<file path="config.mk">
export PLATFORM = sky130hd
export DESIGN_NAME = bin_to_bcd_seq
export DESIGN_NICKNAME = d
export VERILOG_FILES = /design/src/rtl/bin_to_bcd_seq.sv
export SDC_FILE = /design/constraint.sdc
export NUM_CORES = 1
export LEC_CHECK = 0
export CORE_ASPECT_RATIO = 1.2
export CORE_MARGIN = 4
export CORE_UTILIZATION = 55
export DETAILED_ROUTE_END_ITERATION = 12
export GPL_TIMING_DRIVEN = 0
export PLACE_DENSITY = 0.89
export SETUP_SLACK_MARGIN = 0.15
export SLEW_MARGIN = 20
export SYNTH_ARGS = -nofsm -noshare
export SYNTH_HDL_FRONTEND = slang
export SYNTH_SLANG_ARGS = --single-unit
</file>
<file path="constraint.sdc">
create_clock -name Sys_CLK -period 4.2 [get_ports Sys_CLK]
set_clock_uncertainty 0.15 [all_clocks]
set_input_delay 0.84 -clock Sys_CLK [delete_from_list [all_inputs] [get_ports Sys_CLK]]
set_output_delay 0.84 -clock Sys_CLK [all_outputs]
set_load 0.01 [all_outputs]
</file>
<file path="src/rtl/bin_to_bcd_seq.sv">
// Sequential binary-to-packed-BCD converter (shift-add-3), one bit per clock, with
// Start/Busy/Done handshake, overflow flag and a leading-zero blanking mask.
module bin_to_bcd_seq #(
  parameter int unsigned BIN_W  = 20,
  parameter int unsigned DIGITS = 7
) (
  input  logic                  Sys_CLK,
  input  logic                  Sys_RST,
  input  logic                  Start,
  input  logic [BIN_W-1:0]      Data_Bin,
  output logic                  Busy,
  output logic                  Done,
  output logic [4*DIGITS-1:0]   Data_BCD,
  output logic [DIGITS-1:0]     Digit_En,
  output logic                  Overflow
);

  localparam int unsigned CntW = $clog2(BIN_W + 1);
  localparam int unsigned BcdW = 4 * DIGITS;

  typedef enum logic [0:0] {StIdle, StConv} state_e;

  state_e            state_q, state_d;
  logic [BIN_W-1:0]  shift_q, shift_d;
  logic [BcdW-1:0]   scratch_q, scratch_d;
  logic              ovf_q, ovf_d;
  logic [CntW-1:0]   cnt_q, cnt_d;
  logic [BcdW-1:0]   bcd_q, bcd_d;
  logic [DIGITS-1:0] en_q, en_d;
  logic              ovfo_q, ovfo_d;
  logic              done_q, done_d;

  logic              accept;
  logic              last;
  logic [BcdW-1:0]   adj;
  logic [BcdW-1:0]   step_scratch;
  logic [BIN_W-1:0]  step_shift;
  logic              step_carry;
  logic [DIGITS-1:0] en_final;
  logic              nz;

  assign accept = (state_q == StIdle) && Start;
  assign last   = (state_q == StConv) && (cnt_q == CntW'(1));

  // State register
  always_ff @(posedge Sys_CLK or posedge Sys_RST) begin
    if (Sys_RST) begin
      state_q <= StIdle;
    end else begin
      state_q <= state_d;
    end
  end

  // Next-state logic
  always_comb begin
    state_d = state_q;
    case (state_q)
      StIdle: if (Start) state_d = StConv;
      StConv: if (cnt_q == CntW'(1)) state_d = StIdle;
      default: state_d = StIdle;
    endcase
  end

  // FSM outputs
  always_comb begin
    Busy = (state_q == StConv);
  end

  // Add-3 correction on every digit, 4-bit modulo
  always_comb begin
    adj = scratch_q;
    for (int i = 0; i < int'(DIGITS); i++) begin
      if (scratch_q[4*i +: 4] >= 4'd5) begin
        adj[4*i +: 4] = scratch_q[4*i +: 4] + 4'd3;
      end
    end
  end

  // A carry out of the top digit means the value no longer fits in DIGITS digits
  assign step_carry   = adj[BcdW-1];
  assign step_scratch = {adj[BcdW-2:0], shift_q[BIN_W-1]};
  assign step_shift   = {shift_q[BIN_W-2:0], 1'b0};

  // Digit i is lit when it or any more significant digit is non-zero
  always_comb begin
    en_final = '0;
    nz       = 1'b0;
    for (int i = int'(DIGITS) - 1; i >= 0; i--) begin
      nz          = nz | (|step_scratch[4*i +: 4]);
      en_final[i] = nz;
    end
    en_final[0] = 1'b1;
  end

  // Datapath next-state
  always_comb begin
    shift_d   = shift_q;
    scratch_d = scratch_q;
    ovf_d     = ovf_q;
    cnt_d     = cnt_q;
    bcd_d     = bcd_q;
    en_d      = en_q;
    ovfo_d    = ovfo_q;
    done_d    = 1'b0;
    if (accept) begin
      shift_d   = Data_Bin;
      scratch_d = '0;
      ovf_d     = 1'b0;
      cnt_d     = CntW'(BIN_W);
    end else if (state_q == StConv) begin
      shift_d   = step_shift;
      scratch_d = step_scratch;
      ovf_d     = ovf_q | step_carry;
      cnt_d     = cnt_q - CntW'(1);
      if (last) begin
        bcd_d  = step_scratch;
        en_d   = en_final;
        ovfo_d = ovf_q | step_carry;
        done_d = 1'b1;
      end
    end
  end

  always_ff @(posedge Sys_CLK or posedge Sys_RST) begin
    if (Sys_RST) begin
      shift_q   <= '0;
      scratch_q <= '0;
      ovf_q     <= 1'b0;
      cnt_q     <= '0;
      bcd_q     <= '0;
      en_q      <= DIGITS'(1);
      ovfo_q    <= 1'b0;
      done_q    <= 1'b0;
    end else begin
      shift_q   <= shift_d;
      scratch_q <= scratch_d;
      ovf_q     <= ovf_d;
      cnt_q     <= cnt_d;
      bcd_q     <= bcd_d;
      en_q      <= en_d;
      ovfo_q    <= ovfo_d;
      done_q    <= done_d;
    end
  end

  assign Done     = done_q;
  assign Data_BCD = bcd_q;
  assign Digit_En = en_q;
  assign Overflow = ovfo_q;

endmodule

</file>
==> results.yml <==
status:
  outcome: "complete, no violations"
clock_network:
  cts-root-buf: "clkbuf_8"
  cts-htree-levels: 3
  post_cts_resized: 0
  cts_sinks: 91
  insertion_delay_ns: 0.36
  hold_buffers: 0
  clk_pin_slew_ns: 0.09
  cts_tree: "done"
  cts_buffer_depth: 2
  cts_buffers: 9
  cts_setup_buffers: 0
sta:
  rsz0062_at_grt: "false"
  setup_violations: 0
  max_slew_margin_pct: 46.7
  worstMarginPinSlew_ns: 0.799
  setup-tns-final_ns: 0
  drv_slew: 0
  hold_viol_final: 0
  period_needed_ns: 2.54
  max_freq_mhz: 394
  fin_ws_ns: 1.66
  finalCritPeriodShare_pct: 60.5
place:
  gp_congestion: 0.872
  io_buffers: 58
  place_inst: 630
  hpwlAfterDp_um: 7850
  place_ws_ns: 1.73
setup_path:
  worstPathCellList: "inv_1, ha_1, nand2b_1, a21oi_1, mux2i_1, nand4_1, nor3_2, a31oi_1"
  crit_arrival_ns: 2.61
  crit_path_start_kind: "register"
  critPathMaxStageDelay_ns: 0.43
  r2r_setup_slack_ns: 1.66
  crit_cells: 8
  r2r_start: "scratch_q[24]"
  r2r-end: "Digit_En[1]"
  critPathTopFamily: "simple AND/OR/NAND/NOR gates"
  critical_path.endpoint_type: "register"
  crit_type: "reg2reg"
  r2r_cells: 8
  crit_fanout: 4
  critPathBufInv: 1
  required_ns: 4.27
  cpMaxStageDelayCell: "dfrtp_1"
logic_synthesis:
  synthMostInstantiatedCell: "nand2_1"
  synth_commonest_cells: "nand2_1 (98), dfrtp_1 (91), o21ai_0 (66), mux2i_1 (31), a21oi_1 (25)"
  seq_area_frac_synth_pct: 50.8
  synth_cell_types: 36
  synth_top_cell_by_area: "dfrtp_1"
  ys_ff_latch: 91
  netlist_instances: 479
  synth_top_area_share_pct: 50.8
  synth_nets: 518
  syn_avg_cell_area_sq_um: 9.35
  yosys_warnings: 0
  synth.area.top_cells: "dfrtp_1 (51%), nand2_1 (8.2%), o21ai_0 (7.4%)"
  synth-main-ff-cell: "dfrtp_1"
  synth_area_sq_um: 4480
  async_flop_share_pct: 100
  synth_edf_count: 0
floorplan:
  fp.dieW_um: 90.4
  start_util_pct: 57.5
  placementRows: 35
  die_h_um: 107
  die_area_sq_um: 9660
  core_sq_um: 7790
  io_pins: 61
layout:
  drive_gt1_share_pct: 4.70
  multi_input_area_sq_um: 2010
  final_core_util_pct: 69.3
  num_antenna_cells: 0
  fin_cells: 645
  area_delta_synth_final_pct: 20.5
  fillers: 587
  nets: 588
  seq_area_sq_um: 2280
global_routing:
  grt_pass1_vias: 3902
  grt_max_degree: 57
  use_met2_pct: 43.9
  busiest_layer: "met2"
  met1_usage_pct: 27.5
  grt-ovfl-total: 0
  grtUsageMet3_pct: 4.70
  grt_use_total_pct: 23.9
  grt_pass1_wl_um: 18400
  antenna_found_initial: 0
drt:
  via_per_inst: 5.84
  first_pass_iters: 5
  avgRoutedWirePerCell_um: 17.2
  drt-initial-drc-count: 336
  ant_nets: 0
  route.vias.total: 3764
  post-route-drc-count: 0
  drt-total-wl_um: 11100
hold_path:
  hold_class: "reg2reg"
  hold_depth: 2
  hp-start: "shift_q[5]"
  hold_end: "shift_q[6]"
flow_run:
  maxCapViolCount: 0
power:
  power.density_nw_per_um2: 744
  leakage_nw: 2.51
  ir_drop_uv: 321
cell families after synthesis:
kind of cell | after synthesis | share of synthesized area, %
AOI/OAI and AO/OA | 110 | 13.4
xor gates and xnor gates | 9 | 1.76
adders and majority gates | 16 | 4.47
buffers and inverters | 45 | 4.27
DFF | 91 | 50.8
muxes | 31 | 6.93
other | 1 | 0.0837
and+or+nand+nor | 176 | 18.2
layer usage:
layer  routed length (um)  share of wire [%]
met5                    0                  0
met4                  233                2.1
met3                  655                5.9
met2                 5710                 52
met1                 4470                 40
registers in the layout (all words and copies together) (netlist names):
register and flops:
Data_BCD 28, Done 1, ovf_q 1, Busy 1, cnt_q 5, Overflow 1
shift_q 20, scratch_q 28, Digit_En 6
worst max path at each step:
stage,end,slack [ns],start
after floorplan,Busy,0.85,Sys_RST
after global placement,Data_BCD[25],-0.44,Sys_RST
after detailed placement,Digit_En[1],1.73,scratch_q[24]
after CTS,Digit_En[1],1.69,scratch_q[24]
after global routing,Digit_En[1],1.55,scratch_q[24]
final,Digit_En[1],1.66,scratch_q[24]
report_power, final:
group          switching, mW  internal, mW
clock network          0.300         0.305
logic                   1.05         0.850
registers              0.275          1.24
through the flow:
| stage | cell area, sq um | power, mW | hold slack, ns |
|---|---|---|---|
| after CTS | 5400 | 4.00 | 0.334 |
| after floorplan | 4480 | 2.70 | 0.299 |
| after global routing | 5400 | 4.32 | 0.355 |
| after detailed placement | 5200 | 3.39 | 0.316 |
| final | 5400 | 4.02 | 0.330 |
| after global placement | 5170 | 3.25 | 0.313 |
layout make-up:
| type | instances | share of cell area (%) |
|---|---|---|
| clock inverter | 2 | 0.649 |
| sequential | 91 | 42.2 |
| multi-input combinational | 343 | 37.2 |
| tap | 92 | 2.13 |
| buffer | 25 | 2.16 |
| timing repair buffer | 59 | 11.3 |
| inverter | 20 | 1.44 |
| clock buffer | 13 | 2.94 |
tightest hold or removal path, cell delays in order, from the launching register on:
cell	delay, ns
dfrtp_1	0.34
nand2_1	0.04
o21ai_0	0.06
cell usage in the layout, fill, tap and decap left out, types with 12 or more instances in the layout:
cell             netlist  layout
nand2_1               98      98
dfrtp_1               91      91
o21ai_0               66      66
clkdlybuf4s50_1        0      58
mux2i_1               31      31
a21oi_1               25      25
clkbuf_1              16      18
inv_1                 19      18
nor2_1                17      17
ha_1                  16      16
nand2b_1              15      15
or3_1                 12      12
(Power assumes the default switching activity.)
